**config.mk**
```make
export PLATFORM = sky130hd
export DESIGN_NAME = alu_seq
export DESIGN_NICKNAME = d
export VERILOG_FILES = /design/src/rtl/alu_pkg.sv /design/src/rtl/alu_muldiv_iter.sv /design/src/rtl/alu_seq.sv
export SDC_FILE = /design/constraint.sdc
export NUM_CORES = 1
export LEC_CHECK = 0
export CAP_MARGIN = 20
export CORE_ASPECT_RATIO = 1.4
export CORE_MARGIN = 2
export CORE_UTILIZATION = 45
export CTS_BUF_LIST = sky130_fd_sc_hd__clkbuf_4 sky130_fd_sc_hd__clkbuf_8 sky130_fd_sc_hd__clkbuf_16
export DETAILED_ROUTE_END_ITERATION = 8
export HOLD_SLACK_MARGIN = 0.03
export SKIP_LAST_GASP = 1
export SLEW_MARGIN = 15
export SYNTH_ARGS = -nofsm -noshare
export SYNTH_HDL_FRONTEND = slang
export SYNTH_HIERARCHICAL = 1
export SYNTH_SLANG_ARGS = --single-unit
```
**constraint.sdc**
```tcl
create_clock -name clk -period 4.6 [get_ports clk]
set_input_delay 1.15 -clock clk [delete_from_list [all_inputs] [get_ports clk]]
set_output_delay 1.15 -clock clk [all_outputs]
set_load 0.1 [all_outputs]
```
**src/rtl/alu_pkg.sv**
```systemverilog
// alu_pkg: op encodings, sequencer states and multi-cycle op classification for alu_seq
package alu_pkg;
  localparam logic [3:0] OP_ADD  = 4'd0;
  localparam logic [3:0] OP_SUB  = 4'd1;
  localparam logic [3:0] OP_SHR  = 4'd2;
  localparam logic [3:0] OP_SHL  = 4'd3;
  localparam logic [3:0] OP_AND  = 4'd4;
  localparam logic [3:0] OP_OR   = 4'd5;
  localparam logic [3:0] OP_NOT  = 4'd6;
  localparam logic [3:0] OP_XOR  = 4'd7;
  localparam logic [3:0] OP_MUL  = 4'd8;
  localparam logic [3:0] OP_MULH = 4'd9;
  localparam logic [3:0] OP_DIV  = 4'd10;
  localparam logic [3:0] OP_REM  = 4'd11;
  typedef enum logic [1:0] {ST_IDLE, ST_MUL, ST_DIV} state_t;
  function automatic logic is_multicycle(input logic [3:0] op);
    return op[3:2] == 2'b10;
  endfunction
endpackage

```
**src/rtl/alu_muldiv_iter.sv**
```systemverilog
// alu_muldiv_iter: one-bit-per-cycle shift-add multiplier / restoring divider sharing a hi:lo register pair
import alu_pkg::*;
module alu_muldiv_iter #(
  parameter int WIDTH = 16,
  parameter int CNT_W = $clog2(WIDTH + 1)
) (
  input  logic             clk,
  input  logic             rst_n,
  input  logic             start,
  input  logic [3:0]       op,
  input  logic [WIDTH-1:0] a,
  input  logic [WIDTH-1:0] b,
  output logic             done,
  output logic [WIDTH-1:0] lo,
  output logic [WIDTH-1:0] hi,
  output logic [WIDTH-1:0] quotient,
  output logic [WIDTH-1:0] remainder
);
  logic             r_busy, r_div;
  logic [CNT_W-1:0] r_cnt;
  logic [WIDTH-1:0] r_hi, r_lo, r_opnd;
  logic [WIDTH:0]   w_sum, w_sh, w_dif;
  logic [WIDTH-1:0] w_nhi, w_nlo;
  // lo/hi expose this cycle's update so the top can register the final iteration directly
  always_comb begin
    w_sum = {1'b0, r_hi} + (r_lo[0] ? {1'b0, r_opnd} : '0);
    w_sh  = {r_hi, r_lo[WIDTH-1]};
    w_dif = w_sh - {1'b0, r_opnd};
    w_nhi = r_div ? (w_dif[WIDTH] ? w_sh[WIDTH-1:0] : w_dif[WIDTH-1:0]) : w_sum[WIDTH:1];
    w_nlo = r_div ? {r_lo[WIDTH-2:0], ~w_dif[WIDTH]} : {w_sum[0], r_lo[WIDTH-1:1]};
  end
  assign done      = r_busy && (r_cnt == CNT_W'(WIDTH - 1));
  assign lo        = w_nlo;
  assign hi        = w_nhi;
  assign quotient  = w_nlo;
  assign remainder = w_nhi;
  always_ff @(posedge clk or negedge rst_n) begin
    if (!rst_n) begin
      r_busy <= 1'b0;
      r_div  <= 1'b0;
      r_cnt  <= '0;
      r_hi   <= '0;
      r_lo   <= '0;
      r_opnd <= '0;
    end else if (start) begin
      r_busy <= 1'b1;
      r_div  <= (op == OP_DIV) || (op == OP_REM);
      r_cnt  <= '0;
      r_hi   <= '0;
      r_lo   <= ((op == OP_DIV) || (op == OP_REM)) ? a : b;
      r_opnd <= ((op == OP_DIV) || (op == OP_REM)) ? b : a;
    end else if (r_busy) begin
      r_hi   <= w_nhi;
      r_lo   <= w_nlo;
      r_cnt  <= r_cnt + 1'b1;
      r_busy <= !done;
    end
  end
endmodule

```
**src/rtl/alu_seq.sv**
```systemverilog
// alu_seq: registered ALU with single-cycle logic/arith ops and iterative MUL/MULH/DIV/REM behind valid/ready
import alu_pkg::*;
module alu_seq #(
  parameter int WIDTH = 16,
  localparam int CNT_W = $clog2(WIDTH + 1)
) (
  input  logic             clk,
  input  logic             rst_n,
  input  logic             in_valid,
  output logic             in_ready,
  input  logic [3:0]       op_code,
  input  logic [WIDTH-1:0] a,
  input  logic [WIDTH-1:0] b,
  output logic             out_valid,
  output logic [WIDTH-1:0] result,
  output logic             flag_c,
  output logic             flag_z,
  output logic             flag_n,
  output logic             flag_v,
  output logic             flag_dz,
  output logic             flag_ill
);
  state_t           r_state, w_state_nx;
  logic [3:0]       r_op;
  logic             w_accept, w_is_div, w_start, w_done;
  logic [WIDTH-1:0] w_lo, w_hi, w_quo, w_rem, w_mres, w_res;
  logic [WIDTH:0]   w_sum, w_dif;
  logic             w_c, w_v, w_dz, w_ill;
  assign in_ready = (r_state == ST_IDLE);
  assign w_accept = in_valid && in_ready;
  assign w_is_div = (op_code == OP_DIV) || (op_code == OP_REM);
  // divide by zero skips iteration and reports like a single-cycle op
  assign w_start  = w_accept && is_multicycle(op_code) && !(w_is_div && (b == '0));
  alu_muldiv_iter #(.WIDTH(WIDTH), .CNT_W(CNT_W)) u_iter (
    .clk(clk), .rst_n(rst_n), .start(w_start), .op(op_code), .a(a), .b(b),
    .done(w_done), .lo(w_lo), .hi(w_hi), .quotient(w_quo), .remainder(w_rem)
  );
  always_comb begin
    w_state_nx = r_state;
    if (r_state == ST_IDLE)
      w_state_nx = w_start ? (w_is_div ? ST_DIV : ST_MUL) : ST_IDLE;
    else if (w_done)
      w_state_nx = ST_IDLE;
  end
  always_ff @(posedge clk or negedge rst_n) begin
    if (!rst_n) begin
      r_state <= ST_IDLE;
      r_op    <= '0;
    end else begin
      r_state <= w_state_nx;
      if (w_start) r_op <= op_code;
    end
  end
  always_comb begin
    w_sum = {1'b0, a} + {1'b0, b};
    w_dif = {1'b0, a} - {1'b0, b};
    w_res = '0;
    w_c   = 1'b0;
    w_v   = 1'b0;
    w_dz  = 1'b0;
    w_ill = 1'b0;
    case (op_code)
      OP_ADD: begin
        w_res = w_sum[WIDTH-1:0];
        w_c   = w_sum[WIDTH];
        w_v   = (a[WIDTH-1] == b[WIDTH-1]) && (w_sum[WIDTH-1] != a[WIDTH-1]);
      end
      OP_SUB: begin
        w_res = w_dif[WIDTH-1:0];
        w_c   = w_dif[WIDTH];
        w_v   = (a[WIDTH-1] != b[WIDTH-1]) && (w_dif[WIDTH-1] != a[WIDTH-1]);
      end
      OP_SHR: begin w_res = a >> 1; w_c = a[0]; end
      OP_SHL: begin w_res = a << 1; w_c = a[WIDTH-1]; end
      OP_AND: w_res = a & b;
      OP_OR:  w_res = a | b;
      OP_NOT: w_res = ~a;
      OP_XOR: w_res = a ^ b;
      OP_MUL, OP_MULH: w_res = '0;
      OP_DIV: begin w_res = '1; w_dz = 1'b1; end
      OP_REM: begin w_res = a; w_dz = 1'b1; end
      default: w_ill = 1'b1;
    endcase
    w_mres = (r_op == OP_MUL) ? w_lo : (r_op == OP_MULH) ? w_hi : (r_op == OP_DIV) ? w_quo : w_rem;
  end
  always_ff @(posedge clk or negedge rst_n) begin
    if (!rst_n) begin
      out_valid <= 1'b0;
      result    <= '0;
      flag_c    <= 1'b0;
      flag_z    <= 1'b0;
      flag_n    <= 1'b0;
      flag_v    <= 1'b0;
      flag_dz   <= 1'b0;
      flag_ill  <= 1'b0;
    end else if (w_done) begin
      out_valid <= 1'b1;
      result    <= w_mres;
      flag_c    <= 1'b0;
      flag_z    <= (w_mres == '0);
      flag_n    <= w_mres[WIDTH-1];
      flag_v    <= 1'b0;
      flag_dz   <= 1'b0;
      flag_ill  <= 1'b0;
    end else if (w_accept && !w_start) begin
      out_valid <= 1'b1;
      result    <= w_res;
      flag_c    <= w_c;
      flag_z    <= (w_res == '0);
      flag_n    <= w_res[WIDTH-1];
      flag_v    <= w_v;
      flag_dz   <= w_dz;
      flag_ill  <= w_ill;
    end else begin
      out_valid <= 1'b0;
    end
  end
endmodule
```
; Word-level counts from Yosys, hierarchy flattened
; Cells that the tools add are included.
[op_classes]
mux = 42
order_cmp = 0
div = 0
eq_ne = 20
n_reduce_logical = 22
bitwise = 5
n_shift = 0
add_sub_neg = 5
n_mul = 0
[op_table]
columns = operator, count
row1 = 16-bit 2-to-1 mux, 15
row2 = 16-bit case mux with 10 select lines, 1
row3 = 16-bit zero test, 3
row4 = "4-bit == test, second input constant", 7
row5 = 1-bit 2-to-1 mux, 18
row6 = 16-bit by 16-bit adder with 17-bit output, 1
row7 = 16-bit by 17-bit adder with 17-bit output, 1
row8 = 16-bit by 16-bit subtractor with 17-bit output, 1
row9 = 17-bit by 16-bit subtractor with 17-bit output, 1
row10 = 16-bit AND, 1
row11 = "4-bit by 3-bit == test with 1-bit output, second input constant", 4
row12 = 16-bit inverter, 1
row13 = 16-bit bitwise OR, 1
row14 = 16-bit bitwise XOR, 1
row15 = 12-bit OR reduction, 1
row16 = 5-bit 2-to-1 mux, 2
row17 = "4-bit by 2-bit == test with 1-bit output, second input constant", 2
row18 = 1-bit logical AND, 8
row19 = 2-bit 2-to-1 mux, 4
row20 = 2-bit nonzero test, 3
row21 = "5-bit by 1-bit adder with 5-bit output, second input constant", 1
row22 = "5-bit by 4-bit == test with 1-bit output, second input constant", 1
row23 = "4-bit by 1-bit == test with 1-bit output, second input constant", 1
row24 = 4-bit zero test, 1
row25 = 10 further kinds, 14
[word_totals]
regBits = 84
n_memories = 0
ramBits = 0
latch_bits = 0
output_inout_bits = 24
in_bits = 39
rom_bits = 0

; Longest topological paths before layout
; Gate-level depths: netlist of the first run.
[depth]
ltp_word = 9
ltp_mapped = 23

; Hierarchy
; Netlist of the first run, hierarchy kept.
[modules_own_cells]
columns = module, seq_area_each_um2, area_each_um2, instances, cells_per_inst
row1 = alu_seq, 700.7, 5236.3, 1, 725
row2 = alu_muldiv_iter, 1376.3, 5006.1, 1, 586

; Worst setup path after synthesis of the first run
; OpenSTA, ideal clock, no wires.
[synth_path]
path_kind = reg-to-reg
from = register u_iter.r_lo[0]
to = register flag_z
setup_slack_ps = 806
period_less_slack_ps = 3794
t_required_ps = 4474
setup_time_ps = 126
stages_incl_launch_ff = 22
arrival_ps = 3668
n_path_buf = 1
path_cell_list = dfrtp_1 -> and2_1 -> ha_1 -> fa_1 -> a211oi_1 -> o21bai_1 -> or3_1 -> a41oi_2 -> o21ai_1 -> a31o_1 -> xor2_1 -> nor2_1 -> a21oi_1 -> buf_4 -> mux2i_1 -> a211oi_1 -> a21oi_1 -> nand4_1 -> nor2_1 -> nand4_1 -> nor3_1 -> a221o_1
[synth_via]
elab_chain_cells = 8
[synth_rtl]
columns = element, line_no
row1 = "start, declared", alu_muldiv_iter.sv:21  ; logic [WIDTH-1:0] r_hi, r_lo, r_opnd;
row2 = "start signal, assigned", alu_muldiv_iter.sv:50  ; r_lo <= ((op == OP_DIV) || (op == OP_REM)) ? a : b;
row3 = "start signal, assigned", alu_muldiv_iter.sv:54  ; r_lo <= w_nlo;
row4 = 16-bit 2-to-1 mux *, alu_muldiv_iter.sv:26  ; w_sum = {1'b0, r_hi} + (r_lo[0] ? {1'b0, r_opnd} : '0);
row5 = 16-bit by 17-bit adder with 17-bit output *, alu_muldiv_iter.sv:26
row6 = 16-bit 2-to-1 mux *, alu_muldiv_iter.sv:29  ; w_nhi = r_div ? (w_dif[WIDTH] ? w_sh[WIDTH-1:0] : w_dif[WIDTH-1:0]) : w_sum[WIDTH:1];
row7 = net w_hi[13], alu_seq.sv:26  ; logic [WIDTH-1:0] w_lo, w_hi, w_quo, w_rem, w_mres, w_res;
row8 = 16-bit 2-to-1 mux, alu_seq.sv:84  ; w_mres = (r_op == OP_MUL) ? w_lo : (r_op == OP_MULH) ? w_hi : (r_op == OP_DIV) ? w_quo : w_rem;
row9 = 16-bit 2-to-1 mux * (2 in a row), alu_seq.sv:84
row10 = 16-bit zero test *, alu_seq.sv:100  ; flag_z <= (w_mres == '0);
row11 = 1-bit 2-to-1 mux *, alu_seq.sv:96  ; end else if (w_done) begin
row12 = "end signal, assigned", alu_seq.sv:100
row13 = "end signal, assigned", alu_seq.sv:109  ; flag_z <= (w_res == '0);
row14 = "end, declared", alu_seq.sv:17  ; output logic flag_z,
; The timed path passes the listed nets; every way through them passes the cells marked *.
; A chain may end at the register's enable or synchronous reset.

; Worst setup path in the final report of the first run
; Same ends and word-level chain as after synthesis.

==> report_table.html, run 1 <==
<table>
<tr><th>Metric</th><th>Value</th></tr>
<tr><th colspan="2">Die</th></tr>
<tr><td>Io pins</td><td>63</td></tr>
<tr><td>Full die area</td><td>0.0240 mm²</td></tr>
<tr><td>Initial Util</td><td>45.6%</td></tr>
<tr><td>Die span in x</td><td>132 µm</td></tr>
<tr><td>Overall die height</td><td>183 µm</td></tr>
<tr><td>Core Region</td><td>0.0224 mm²</td></tr>
<tr><td>Cell Rows</td><td>65</td></tr>
<tr><th colspan="2">Routing</th></tr>
<tr><td>Routed wire length</td><td>35,000 µm</td></tr>
<tr><td># DRC</td><td>0</td></tr>
<tr><td>TritonRoute pass-1 iters</td><td>5</td></tr>
<tr><td>Wire per inst</td><td>20.9 µm</td></tr>
<tr><td>Number of vias per cell</td><td>5.95</td></tr>
<tr><td>Via Count</td><td>9,977</td></tr>
<tr><td>Antenna Nets Post-Route</td><td>0</td></tr>
<tr><td>Number of DRC markers after the initial detailed-route iteration</td><td>692</td></tr>
<tr><th colspan="2">Finish</th></tr>
<tr><td>Fin nets</td><td>1,497</td></tr>
<tr><td>Cell area after layout</td><td>0.0117 mm²</td></tr>
<tr><td>Signed area change from the synthesized netlist to the final layout</td><td>14.7%</td></tr>
<tr><td>Layout cells sized above 1</td><td>12.7%</td></tr>
<tr><th colspan="2">Setup path</th></tr>
<tr><td>Endpoint class of the critical path</td><td>register</td></tr>
<tr><td>Startpoint type of the worst setup path</td><td>register</td></tr>
<tr><td>WP buf/inv</td><td>0</td></tr>
<tr><td>Worst path required time</td><td>4.83 ns</td></tr>
<tr><td>Maximum fanout count along the critical path</td><td>7</td></tr>
<tr><td>Number of cells on the worst reg-to-reg path</td><td>20</td></tr>
<tr><td>Delay of the slowest cell on the worst path</td><td>0.45 ns</td></tr>
<tr><td>Data arrival time at the worst-slack endpoint</td><td>4.64 ns</td></tr>
<tr><td>Crit Path Category</td><td>register to register</td></tr>
<tr><td>Reg-to-reg startpoint</td><td>u_iter/r_lo[0]</td></tr>
<tr><td>Gate family responsible for the most delay along the worst path</td><td>compound AO/OA/AOI/OAI gates</td></tr>
<tr><td>CP cell instances</td><td>and2_1 -&gt; ha_1 -&gt; fa_1 -&gt; a211oi_1 -&gt; o21bai_1 -&gt; or3_1 -&gt; a41oi_2 -&gt; o21ai_1 -&gt; a31o_1 -&gt; xor2_1 -&gt; nor2_1 -&gt; a21oi_1 -&gt; mux2i_1 -&gt; a211oi_1 -&gt; a21oi_2 -&gt; nand4_1 -&gt; nor2_1 -&gt; nand4_1 -&gt; nor3_1 -&gt; a221o_1</td></tr>
<tr><td>Flop2flop setup slack</td><td>0.20 ns</td></tr>
<tr><td>Slowest stage cell, crit path</td><td>dfrtp_1</td></tr>
<tr><td>Reg-to-reg critical path endpoint</td><td>flag_z</td></tr>
<tr><th colspan="2">STA</th></tr>
<tr><td>Fmax</td><td>227 MHz</td></tr>
<tr><td>Max-slew violations</td><td>0</td></tr>
<tr><td>Final hold vios</td><td>0</td></tr>
<tr><td>Clock skew</td><td>0.0120 ns</td></tr>
<tr><td>Period utilisation layout</td><td>95.7%</td></tr>
<tr><td>Hold slack final</td><td>0.498 ns</td></tr>
<tr><td>Worst-Margin Slew</td><td>1.03 ns</td></tr>
<tr><td>Setup repair after global routing missed its margin</td><td>false</td></tr>
<tr><td>Number of failing setup endpoints in the final timing report</td><td>0</td></tr>
<tr><td>Worst slew slack as a fraction of its limit</td><td>31.4%</td></tr>
<tr><td>Time the worst path needs with I/O delays and setup</td><td>4.40 ns</td></tr>
<tr><td>Final setup TNS</td><td>0 ns</td></tr>
<tr><th colspan="2">Synthesis</th></tr>
<tr><td>Dominant register cell in the synthesized netlist</td><td>dfrtp_1</td></tr>
<tr><td>Combinational family with the most area after synthesis</td><td>compound AO/OA/AOI/OAI gates</td></tr>
<tr><td>Multiplexer fraction of the synthesized cell area</td><td>9.08%</td></tr>
<tr><td>Area fraction in and, or, nand and nor cells after synthesis</td><td>18.4%</td></tr>
<tr><td>Complex-gate fraction of the synthesized area</td><td>28.4%</td></tr>
<tr><td>Number of instances in the synthesized netlist</td><td>1,311</td></tr>
<tr><td>Synth top area cells</td><td>dfrtp_1 (20%), ha_1 (10%), mux2i_1 (6.5%)</td></tr>
<tr><td>Most common cell in the synthesized netlist</td><td>a21oi_1</td></tr>
<tr><td>Fraction of the yosys area taken by sequential cells</td><td>20.3%</td></tr>
<tr><td>Cell taking the most area after synthesis</td><td>dfrtp_1</td></tr>
<tr><td>Share of flip-flops with an asynchronous set or reset</td><td>100%</td></tr>
<tr><td>Ys Warns</td><td>6</td></tr>
<tr><td>Synth top cells by count</td><td>a21oi_1 (131), nor2_1 (125), inv_1 (90)</td></tr>
<tr><td>Count of flip-flops with a built-in enable after synthesis</td><td>0</td></tr>
<tr><td>Net count after synthesis</td><td>1,439</td></tr>
<tr><td>XOR/XNOR Fraction of Synth Area</td><td>3.01%</td></tr>
<tr><td>Seq cells post-synth</td><td>83</td></tr>
<tr><td>Synth top area share</td><td>20.3%</td></tr>
<tr><td>Post-Syn Area</td><td>0.0102 mm²</td></tr>
<tr><td>Post-Synth Adder-Cell Area</td><td>11.2%</td></tr>
<tr><td>Mean area per synthesized cell</td><td>7.81 µm²</td></tr>
<tr><td>Synth cell types</td><td>98</td></tr>
<tr><th colspan="2">Pwr</th></tr>
<tr><td>Internal power component</td><td>4090 µW</td></tr>
<tr><td>Share of power burned in the clock network</td><td>9.5%</td></tr>
<tr><td>Static Leak</td><td>0.00534 µW</td></tr>
<tr><td>VDD IR-drop max</td><td>0.354 mV</td></tr>
<tr><td>Sequential group share of total power</td><td>16.8%</td></tr>
<tr><td>Sw Pwr</td><td>4520 µW</td></tr>
<tr><td>Proportion of total power due to net switching</td><td>52.5%</td></tr>
<tr><td>P per Cell Area</td><td>733 mW/mm²</td></tr>
<tr><td>Combinational Power Share</td><td>73.7%</td></tr>
<tr><th colspan="2">Placed design</th></tr>
<tr><td>Post-placement cell area</td><td>0.0114 mm²</td></tr>
<tr><td>Input/output buffers</td><td>62</td></tr>
<tr><td>Final weighted congestion in routability-driven placement</td><td>0.967</td></tr>
<tr><td>Post-DP HPWL</td><td>27,800 µm</td></tr>
<tr><th colspan="2">Job</th></tr>
<tr><td>Max-capacitance violation count</td><td>0</td></tr>
<tr><th colspan="2">CTS</th></tr>
<tr><td>Cts bufs inserted</td><td>9</td></tr>
<tr><td>Clock transition at the registers of the reported paths</td><td>0.07 ns</td></tr>
<tr><td>Latest clock arrival within the worst-skew pair</td><td>0.35 ns</td></tr>
<tr><td>Post-CTS resize count</td><td>0</td></tr>
<tr><td>CTS max path bufs</td><td>2</td></tr>
<tr><td>Setup bufs post-CTS</td><td>0</td></tr>
<tr><td>CTS HTree Levels</td><td>3</td></tr>
<tr><td>Clock tree from TritonCTS</td><td>done</td></tr>
<tr><td>CTS sink cnt</td><td>83</td></tr>
<tr><td>Clock Root Buffer</td><td>clkbuf_16</td></tr>
<tr><td>Hold Buf Count CTS</td><td>0</td></tr>
<tr><th colspan="2">GRT</th></tr>
<tr><td>Met1 track demand over resource</td><td>31.4%</td></tr>
<tr><td>Aggregate global routing overflow</td><td>0</td></tr>
<tr><td>GRT busiest layer</td><td>met2</td></tr>
<tr><td>Wire length of the first global-routing pass</td><td>54,500 µm</td></tr>
<tr><td>Number of antenna violations at the first check in global routing</td><td>1</td></tr>
<tr><td>Via count of the first global-routing pass</td><td>9,945</td></tr>
<tr><td>Met2 Use GR</td><td>55.0%</td></tr>
<tr><td>Largest net degree at the start of global routing</td><td>75</td></tr>
<tr><td>Total routing resource utilization after global routing</td><td>28.9%</td></tr>
<tr><td>Met3 Track Usage GR</td><td>2.42%</td></tr>
<tr><th colspan="2">Min path</th></tr>
<tr><td>Type of the most critical hold path</td><td>register to register</td></tr>
<tr><td>Start point of the worst min-delay path</td><td>r_state[0]</td></tr>
<tr><td>Worst min-delay path endpoint</td><td>r_state[0]</td></tr>
<tr><td>Hold-critical path depth</td><td>1</td></tr>
<tr><th colspan="2">Run status</th></tr>
<tr><td>Run status</td><td>finished, final reports clean</td></tr>
</table>
-- per-layer routing --
layer | share of wire (%) | wire length [µm]
met1 | 38 | 13400
met5 | 0 | 0
met2 | 53 | 18400
met4 | 5.3 | 1870
met3 | 3.8 | 1320
-- final cells by class --
cell class / instances / area, µm²
diodes: 1 / 2.50
repair buffers: 163 / 1410
clock inverters: 6 / 93.8
flip-flops and latches: 83 / 2080
multi-input cells: 1019 / 7190
well taps: 301 / 377
inverters: 93 / 349
fillers: 2196 / 10700
clock buffers: 10 / 239
-- how the worst max path moves through the flow --
stage	to	cells past startpoint	start	slack (ns)
final	flag_z	20	u_iter/r_lo[0]	0.20
after global routing	flag_z	20	u_iter/r_lo[0]	0.03
after CTS	flag_z	20	u_iter/r_lo[0]	0.14
after detailed placement	flag_z	13	a[0]	0.09
after global placement	flag_z	13	a[0]	0.13
after floorplan	flag_z	21	u_iter/r_lo[0]	0.81
-- sequential cells by signal, indices dropped and copies added, names as in the netlist, 2 cells and up --
name	flops
u_iter/r_hi	16
u_iter/r_cnt	5
result	16
r_state	2
r_op	4
u_iter/r_opnd	16
u_iter/r_lo	16
-- cells by family (layout without fill, tap and decap cells) --
group | after synthesis | after routing
other cells | 0 | 1
flops | 83 | 83
simple gates | 379 | 379
xor+xnor | 33 | 33
mux | 88 | 88
compound gates | 430 | 430
buf+inv | 209 | 272
fa+ha+maj | 89 | 89
-- power by group through the flow --
stage / Combinational (µW) / Clock, µW / Sequential, µW
after floorplan: 4620 / 0 / 1920
final: 6350 / 815 / 1450
after global placement: 6230 / 0 / 1450
after CTS: 6330 / 827 / 1440
after global routing: 6970 / 855 / 1480
after detailed placement: 6290 / 0 / 1450
-- worst reg2reg max path: cells and delay by family, from the launching register on --
family                   cells  cell delay [ns]
AO/OA/AOI/OAI                9             1.96
AND/OR/NAND/NOR              7             0.93
multiplexers                 1             0.11
flip-flops                   1             0.45
XOR/XNOR                     1             0.19
adder cells (fa/ha/maj)      2             0.66
-- cell usage in the layout (no fill, tap or decap), drive strengths merged, types with 5 or more instances in the layout --
| cell | count |
|---|---|
| xor2 | 12 |
| mux2 | 19 |
| or3 | 16 |
| dfrtp | 83 |
| nand4 | 10 |
| mux2i | 67 |
| buf | 103 |
| o32ai | 5 |
| o21a | 9 |
| a211oi | 49 |
| nor2 | 125 |
| nand2 | 73 |
| a31o | 7 |
| a31oi | 20 |
| nand3 | 17 |
| ha | 85 |
| and3 | 8 |
| nor3 | 31 |
| o211ai | 19 |
| o22ai | 12 |
| nand2b | 18 |
| nor2b | 23 |
| a21o | 15 |
| o21ai | 73 |
| clkdlybuf4s50 | 60 |
| o221ai | 6 |
| nor4 | 13 |
| o31ai | 10 |
| o21bai | 5 |
| clkbuf | 10 |
| inv | 95 |
| a21oi | 134 |
| xnor2 | 21 |
| and2 | 24 |
| a22oi | 7 |
-- per-stage QoR --
step / std cells / setup WS, ns / util (%) / power (µW)
6_report: 1676 / 0.197 / 52.3 / 8610
3_3_place_gp: 1658 / 0.126 / 50.8 / 7680
3_5_place_dp: 1658 / 0.0856 / 50.8 / 7740
2_1_floorplan: 1311 / 0.806 / - / 6540
5_1_grt: 1675 / 0.0273 / 52.3 / 9310
4_1_cts: 1674 / 0.136 / 52.2 / 8600
(Power assumes the default switching activity.)
==> run 2: changes to the inputs <==
- CORE_UTILIZATION: 45 -> 60
- PLACE_DENSITY: default -> 0.8
==> report_table.html, run 2 (same netlist as run 1, synthesis figures left out) <==
<table>
<tr><th>Metric</th><th>Value</th></tr>
<tr><th colspan="2">Run status</th></tr>
<tr><td>Run status</td><td>finished, final reports clean</td></tr>
<tr><th colspan="2">GRT</th></tr>
<tr><td>Total routing resource utilization after global routing</td><td>37.7% (+8.9 points)</td></tr>
<tr><td>Number of antenna violations at the first check in global routing</td><td>0 (-1)</td></tr>
<tr><td>Largest net degree at the start of global routing</td><td>70 (-6.7%)</td></tr>
<tr><td>Via count of the first global-routing pass</td><td>10,000 (+0.62%)</td></tr>
<tr><td>Aggregate global routing overflow</td><td>0 (unchanged)</td></tr>
<tr><td>Wire length of the first global-routing pass</td><td>53,100 µm (-2.7%)</td></tr>
<tr><th colspan="2">STA</th></tr>
<tr><td>Final hold vios</td><td>0 (unchanged)</td></tr>
<tr><td>Final setup TNS</td><td>0 ns (unchanged)</td></tr>
<tr><td>Hold slack final</td><td>0.510 ns (+0.0114 ns)</td></tr>
<tr><td>Period utilisation layout</td><td>95.2% (-0.51 points)</td></tr>
<tr><td>Number of failing setup endpoints in the final timing report</td><td>0 (unchanged)</td></tr>
<tr><td>Worst-Margin Slew</td><td>1.07 ns (+0.0421 ns)</td></tr>
<tr><td>Worst slew slack as a fraction of its limit</td><td>28.6% (-2.8 points)</td></tr>
<tr><td>Clock skew</td><td>0.00933 ns (-0.00265 ns)</td></tr>
<tr><td>Time the worst path needs with I/O delays and setup</td><td>4.38 ns (-0.0234 ns)</td></tr>
<tr><td>Fmax</td><td>228 MHz (+0.53%)</td></tr>
<tr><td>Max-slew violations</td><td>0 (unchanged)</td></tr>
<tr><th colspan="2">Finish</th></tr>
<tr><td>FILL cells</td><td>1,449 (-34%)</td></tr>
<tr><td>Most common cell after layout, fill and taps aside</td><td>a21oi_1</td></tr>
<tr><td>Layout cells sized above 1</td><td>11.5% (-1.2 points)</td></tr>
<tr><td>Area of combinational cells with multiple inputs</td><td>0.00721 mm² (+0.19%)</td></tr>
<tr><td>Area used by sequential logic in the layout</td><td>0.00208 mm² (unchanged)</td></tr>
<tr><td>Fin nets</td><td>1,475 (-1.5%)</td></tr>
<tr><td>Antenna cells</td><td>0 (-1)</td></tr>
<tr><td>Signed area change from the synthesized netlist to the final layout</td><td>11.8%</td></tr>
<tr><td>Commonest non-fill, non-tap cells in the layout</td><td>a21oi_1 (129), nor2_1 (125), inv_1 (89)</td></tr>
<tr><th colspan="2">Routing</th></tr>
<tr><td>Via Count</td><td>10,400 (+4.3%)</td></tr>
<tr><td>Routed wire length</td><td>34,200 µm (-2.3%)</td></tr>
<tr><td>Antenna Nets Post-Route</td><td>0 (unchanged)</td></tr>
<tr><td>Number of vias per cell</td><td>6.69 (+12%)</td></tr>
<tr><td>Number of DRC markers after the initial detailed-route iteration</td><td>770 (+11%)</td></tr>
<tr><td># DRC</td><td>0 (unchanged)</td></tr>
<tr><td>TritonRoute pass-1 iters</td><td>5 (unchanged)</td></tr>
<tr><td>Wire per inst</td><td>22.0 µm (+5.3%)</td></tr>
<tr><th colspan="2">CTS</th></tr>
<tr><td>CTS HTree Levels</td><td>3 (unchanged)</td></tr>
<tr><td>Clock transition at the registers of the reported paths</td><td>0.07 ns (about the same)</td></tr>
<tr><td>CTS sink cnt</td><td>83 (unchanged)</td></tr>
<tr><td>Clock tree from TritonCTS</td><td>done</td></tr>
<tr><td>Latest clock arrival within the worst-skew pair</td><td>0.35 ns (about the same)</td></tr>
<tr><td>Cts bufs inserted</td><td>9 (unchanged)</td></tr>
<tr><td>CTS max path bufs</td><td>2 (unchanged)</td></tr>
<tr><td>Clock Root Buffer</td><td>clkbuf_16</td></tr>
<tr><th colspan="2">Pwr</th></tr>
<tr><td>Share of power burned in the clock network</td><td>8.4% (-1.1 points)</td></tr>
<tr><td>Combinational Power Share</td><td>74.4% (+0.7 points)</td></tr>
<tr><td>Sw Pwr</td><td>4590 µW (+1.5%)</td></tr>
<tr><td>Sequential group share of total power</td><td>17.1% (+0.3 points)</td></tr>
<tr><td>P per Cell Area</td><td>745 mW/mm² (+1.6%)</td></tr>
<tr><td>Internal power component</td><td>3940 µW (-3.8%)</td></tr>
<tr><td>Static Leak</td><td>0.00522 µW (-2.3%)</td></tr>
<tr><td>VDD IR-drop max</td><td>0.542 mV (+53%)</td></tr>
<tr><td>Proportion of total power due to net switching</td><td>53.8% (+1.3 points)</td></tr>
<tr><th colspan="2">Die</th></tr>
<tr><td>Die span in x</td><td>114 µm (-13%)</td></tr>
<tr><td>Io pins</td><td>63 (unchanged)</td></tr>
<tr><td>Core Region</td><td>0.0167 mm² (-25%)</td></tr>
<tr><td>Full die area</td><td>0.0181 mm² (-24%)</td></tr>
<tr><td>Cell Rows</td><td>56 (-14%)</td></tr>
<tr><td>Overall die height</td><td>159 µm (-13%)</td></tr>
<tr><td>Initial Util</td><td>61.2% (+16 points)</td></tr>
<tr><th colspan="2">Setup path</th></tr>
<tr><td>Source of the critical timing path</td><td>b[10]</td></tr>
<tr><td>Startpoint type of the worst setup path</td><td>input pin</td></tr>
<tr><td>Flop2flop setup slack</td><td>0.26 ns (+0.06 ns)</td></tr>
<tr><td>Data arrival time at the worst-slack endpoint</td><td>4.66 ns (+0.02 ns)</td></tr>
<tr><td>Reg-to-reg critical path endpoint</td><td>flag_z</td></tr>
<tr><td>Endpoint class of the critical path</td><td>register</td></tr>
<tr><td>Worst path required time</td><td>4.88 ns (+0.05 ns)</td></tr>
<tr><td>Crit Path Category</td><td>input pin to register</td></tr>
<tr><td>Critical path endpoint</td><td>flag_z</td></tr>
<tr><td>Reg-to-reg startpoint</td><td>u_iter/r_lo[15]</td></tr>
<tr><td>Maximum fanout count along the critical path</td><td>6 (-1)</td></tr>
<tr><td>Number of cells on the worst reg-to-reg path</td><td>20 (unchanged)</td></tr>
<tr><th colspan="2">Job</th></tr>
<tr><td>Max-capacitance violation count</td><td>0 (unchanged)</td></tr>
<tr><th colspan="2">Placed design</th></tr>
<tr><td>Post-DP HPWL</td><td>26,300 µm (-5.4%)</td></tr>
<tr><td>Final weighted congestion in routability-driven placement</td><td>1.05 (+8.5%)</td></tr>
<tr><td>Input/output buffers</td><td>62 (unchanged)</td></tr>
<tr><th colspan="2">Min path</th></tr>
<tr><td>Type of the most critical hold path</td><td>register to register</td></tr>
</table>
[run 2: area by class of cell]
cell class                 instances  share of cell area (%)
multi-input combinational       1019                    63.0
sequential                        83                    18.1
timing repair buffer             141                    11.0
inverter                          93                    3.05
tap                              203                    2.22
clock buffer                       9                    1.97
clock inverter                     7                   0.612
[run 2: worst min path at each step]
| stage | from | to | depth (start not counted) |
|---|---|---|---|
| 2_1_floorplan | r_state[1] | r_state[1] | 1 |
| 3_3_place_gp | r_state[0] | r_state[0] | 1 |
| 3_5_place_dp | r_state[0] | r_state[0] | 1 |
| 4_1_cts | r_state[0] | r_state[0] | 1 |
| 5_1_grt | r_state[0] | r_state[0] | 1 |
| 6_report | r_state[1] | r_state[1] | 1 |
[run 2: power by group through the flow]
stage | sequential (µW) | clock (µW) | combinational (µW)
floorplan | 1920 | 0 | 4620
global placement | 1440 | 0 | 6000
detailed placement | 1450 | 0 | 6130
CTS | 1440 | 713 | 6180
global route | 1500 | 749 | 6880
finish | 1460 | 718 | 6340
[run 2: repair_timing]
| item | 4_1_cts | 5_1_grt |
|---|---|---|
| hold buffers | 0 | 0 |
| buffers inserted | 0 | 2 |
| resized for setup | 0 | 5 |
| endpoints found under the setup margin | 0 | 1 |
[run 2: critical path, cell delays in order]
cell	delay [ns]
clkdlybuf4s50_1	0.57
nor4_1	0.68
nand4_1	0.46
o41a_1	0.52
nor3_2	0.29
nand4_1	0.14
nor4_1	0.21
nand4_1	0.17
nor4_1	0.27
a221o_1	0.19
[run 2: metal layers]
layer	vias up	track usage (%)	part of all wire (%)
met4	0	26.1	8.2
met5	-	0	0
li1	4835	-	-
met1	4886	41.7	36
met3	176	4.87	6.7
met2	513	66.7	49
[run 2: metrics by stage]
step                instance area [µm²]  power [µW]  cells  setup WS [ns]  utilization (%)
floorplan                         10200        6540   1311          0.806                -
global placement                  11100        7440   1536         0.0617             66.3
detailed placement                11100        7580   1536         0.0734             66.3
CTS                               11400        8330   1552          0.179             68.1
global route                      11400        9120   1555        -0.0166             68.4
finish                            11400        8520   1555          0.220             68.4
==> run 3: changes to the inputs <==
- SKIP_LAST_GASP: 1 -> default
- clock period: 4.6 -> 4.09 ns (I/O delays scaled with it)
==> report_table.html, run 3 (same netlist as run 1, synthesis figures left out) <==
<table>
<tr><th>Metric</th><th>Value</th></tr>
<tr><th colspan="2">Pwr</th></tr>
<tr><td>P per Cell Area</td><td>879 mW/mm² (+18%)</td></tr>
<tr><td>VDD IR-drop max</td><td>0.531 mV (-1.9%)</td></tr>
<tr><td>Static Leak</td><td>0.00583 µW (+12%)</td></tr>
<tr><th colspan="2">Finish</th></tr>
<tr><td>Commonest non-fill, non-tap cells in the layout</td><td>buf_4 (197), a21oi_1 (126), nor2_1 (124)</td></tr>
<tr><td>FILL cells</td><td>1,290 (-11%)</td></tr>
<tr><td>Area of combinational cells with multiple inputs</td><td>0.00734 mm² (+1.8%)</td></tr>
<tr><td>Fin nets</td><td>1,598 (+8.3%)</td></tr>
<tr><td>Layout cells sized above 1</td><td>20.6% (+9.1 points)</td></tr>
<tr><td>Antenna cells</td><td>0 (unchanged)</td></tr>
<tr><td>Signed area change from the synthesized netlist to the final layout</td><td>22.1%</td></tr>
<tr><td>Most common cell after layout, fill and taps aside</td><td>buf_4</td></tr>
<tr><td>Utilization of the core after routing</td><td>74.7% (+6.4 points)</td></tr>
<tr><td>Cell area after layout</td><td>0.0125 mm² (+9.3%)</td></tr>
<tr><td>Final instance count without filler cells</td><td>1,678 (+7.9%)</td></tr>
<tr><td>Area used by sequential logic in the layout</td><td>0.00208 mm² (+0.12%)</td></tr>
<tr><th colspan="2">Placed design</th></tr>
<tr><td>Input/output buffers</td><td>62 (unchanged)</td></tr>
<tr><td>Final weighted congestion in routability-driven placement</td><td>1.04 (-0.40%)</td></tr>
<tr><td>Post-DP HPWL</td><td>27,400 µm (+4.3%)</td></tr>
<tr><td>Count of placed standard cells including taps</td><td>1,648 (+7.3%)</td></tr>
<tr><td>Post-placement cell area</td><td>0.0119 mm² (+7.6%)</td></tr>
<tr><th colspan="2">Die</th></tr>
<tr><td>Initial Util</td><td>61.2% (unchanged)</td></tr>
<tr><td>Core Region</td><td>0.0167 mm² (unchanged)</td></tr>
<tr><td>Die span in x</td><td>114 µm (unchanged)</td></tr>
<tr><td>Io pins</td><td>63 (unchanged)</td></tr>
<tr><td>Cell Rows</td><td>56 (unchanged)</td></tr>
<tr><td>Overall die height</td><td>159 µm (unchanged)</td></tr>
<tr><td>Full die area</td><td>0.0181 mm² (unchanged)</td></tr>
<tr><th colspan="2">CTS</th></tr>
<tr><td>Latest clock arrival within the worst-skew pair</td><td>0.35 ns (about the same)</td></tr>
<tr><td>Hold Buf Count CTS</td><td>0 (unchanged)</td></tr>
<tr><td>Clock Root Buffer</td><td>clkbuf_16</td></tr>
<tr><td>CTS sink cnt</td><td>83 (unchanged)</td></tr>
<tr><td>Clock transition at the registers of the reported paths</td><td>0.07 ns (about the same)</td></tr>
<tr><td>CTS max path bufs</td><td>2 (unchanged)</td></tr>
<tr><td>Cts bufs inserted</td><td>9 (unchanged)</td></tr>
<tr><td>CTS HTree Levels</td><td>3 (unchanged)</td></tr>
<tr><td>Clock tree from TritonCTS</td><td>done</td></tr>
<tr><th colspan="2">Routing</th></tr>
<tr><td>Number of vias per cell</td><td>6.64 (-0.77%)</td></tr>
<tr><td>Via Count</td><td>11,100 (+7.1%)</td></tr>
<tr><td># DRC</td><td>0 (unchanged)</td></tr>
<tr><td>TritonRoute pass-1 iters</td><td>6 (+1)</td></tr>
<tr><td>Routed wire length</td><td>36,400 µm (+6.6%)</td></tr>
<tr><td>Antenna Nets Post-Route</td><td>0 (unchanged)</td></tr>
<tr><td>Number of DRC markers after the initial detailed-route iteration</td><td>1,088 (+41%)</td></tr>
<tr><td>Wire per inst</td><td>21.7 µm (-1.2%)</td></tr>
<tr><th colspan="2">STA</th></tr>
<tr><td>Time the worst path needs with I/O delays and setup</td><td>4.24 ns</td></tr>
<tr><td>Clock skew</td><td>0.0133 ns (+0.00396 ns)</td></tr>
<tr><td>Hold slack final</td><td>0.499 ns (-0.0105 ns)</td></tr>
<tr><td>Setup repair after global routing missed its margin</td><td>true</td></tr>
<tr><td>Fmax</td><td>236 MHz</td></tr>
<tr><td>Max-slew violations</td><td>0 (unchanged)</td></tr>
<tr><td>Period utilisation layout</td><td>104%</td></tr>
<tr><td>Worst-Margin Slew</td><td>1.03 ns (-0.0430 ns)</td></tr>
<tr><td>Worst path setup slack after routing</td><td>-0.154 ns (-0.374 ns)</td></tr>
<tr><td>Final hold vios</td><td>0 (unchanged)</td></tr>
<tr><td>Worst slew slack as a fraction of its limit</td><td>31.2% (+2.6 points)</td></tr>
<tr><td>Final setup TNS</td><td>-0.154 ns (-0.154 ns)</td></tr>
<tr><td>Number of failing setup endpoints in the final timing report</td><td>1 (+1)</td></tr>
<tr><th colspan="2">GRT</th></tr>
<tr><td>Aggregate global routing overflow</td><td>0 (unchanged)</td></tr>
<tr><td>Largest net degree at the start of global routing</td><td>75 (+7.1%)</td></tr>
<tr><td>Number of antenna violations at the first check in global routing</td><td>0 (unchanged)</td></tr>
<tr><td>Wire length of the first global-routing pass</td><td>55,500 µm (+4.6%)</td></tr>
<tr><td>Via count of the first global-routing pass</td><td>10,900 (+8.9%)</td></tr>
<tr><td>Total routing resource utilization after global routing</td><td>39.1% (+1.3 points)</td></tr>
<tr><th colspan="2">Setup path</th></tr>
<tr><td>Endpoint class of the critical path</td><td>register</td></tr>
<tr><td>Number of cells on the worst reg-to-reg path</td><td>21 (+5.0%)</td></tr>
<tr><td>Crit Path Category</td><td>register to register</td></tr>
<tr><td>Startpoint type of the worst setup path</td><td>register</td></tr>
<tr><td>CP cell instances</td><td>buf_12 -&gt; ha_4 -&gt; inv_2 -&gt; fa_2 -&gt; a211oi_2 -&gt; o21bai_1 -&gt; a21oi_2 -&gt; o21ai_2 -&gt; a21oi_4 -&gt; xor2_4 -&gt; mux2_2 -&gt; nand2_1 -&gt; o21ai_0 -&gt; mux2i_1 -&gt; a211oi_1 -&gt; a21oi_2 -&gt; nand4_1 -&gt; nor2_1 -&gt; nand4_1 -&gt; nor3_2 -&gt; a221o_1</td></tr>
<tr><td>Maximum fanout count along the critical path</td><td>4 (-2)</td></tr>
<tr><td>Slowest stage cell, crit path</td><td>dfrtp_2</td></tr>
<tr><td>Data arrival time at the worst-slack endpoint</td><td>4.53 ns (-0.13 ns)</td></tr>
<tr><td>Worst path required time</td><td>4.37 ns (-0.51 ns)</td></tr>
<tr><td>Delay of the slowest cell on the worst path</td><td>0.42 ns (-0.26 ns)</td></tr>
<tr><th colspan="2">Min path</th></tr>
<tr><td>Hold-critical path depth</td><td>1 (unchanged)</td></tr>
<tr><td>Type of the most critical hold path</td><td>register to register</td></tr>
<tr><th colspan="2">Run status</th></tr>
<tr><td>Violated checks</td><td>setup timing</td></tr>
<tr><td>Run status</td><td>complete, but fails checks</td></tr>
<tr><th colspan="2">Job</th></tr>
<tr><td>Max-capacitance violation count</td><td>0 (unchanged)</td></tr>
</table>
-- run 3: final timing paths --
check / to / slack (ns) / startpoint
setup / recovery: flag_z / -0.15 / u_iter/r_opnd[0]
hold / removal: r_state[0] / 0.50 / r_state[0]
setup reg to reg: flag_z / -0.15 / u_iter/r_opnd[0]
hold reg to reg: r_state[0] / 0.50 / r_state[0]
max in group asynchronous: u_iter/r_cnt[4] / 2.63 / rst_n
min in group asynchronous: u_iter/r_hi[2] / 0.62 / rst_n
-- run 3: metrics by stage --
stage	setup WS [ns]	power (µW)
finish	-0.154	11000
global route	-0.223	11600
CTS	0.00348	10200
detailed placement	-0.216	9180
global placement	-0.142	8990
floorplan	0.296	7350
-- run 3: timing repair --
| action | in CTS | in global routing |
|---|---|---|
| hold endpoints to repair | 0 | 0 |
| pin swaps | 3 | 26 |
| setup buffers | 2 | 12 |
| setup endpoints to repair | 1 | 5 |
| resized for setup | 6 | 32 |
-- run 3: worst max-delay path, delay by kind of cell, from the launching register on --
kind	cells	cell delay, ns
AOI/OAI and AO/OA	9	1.45
xor gates and xnor gates	1	0.26
adders and majority gates	2	0.49
buffers and inverters	2	0.15
DFF	1	0.42
muxes	2	0.61
and+or+nand+nor	5	0.79
-- run 3: layout make-up --
class | count | area share [%]
tap | 203 | 2.03
sequential | 83 | 16.6
clock inverter | 7 | 0.530
multi-input combinational | 1019 | 58.7
clock buffer | 9 | 1.80
timing repair buffer | 264 | 17.6
inverter | 93 | 2.79
-- run 3: metal layers --
layer  part of all wire (%)  wire, µm  global-route usage, %  vias up
met5                      0         0                      0        -
met4                    9.4      3430                   30.0        0
met3                    6.3      2300                   4.45      228
met2                     49     17800                   68.9      619
met1                     35     12800                   42.4     5224
li1                       -         -                      -     5076
-- run 3: report_power, final --
part,internal (µW),leakage (µW),total [µW],switching [µW]
clock network,427,0.000138,801,374
registers,1230,0.000995,1670,435
logic,3590,0.00470,8530,4940
total,5250,0.00583,11000,5750
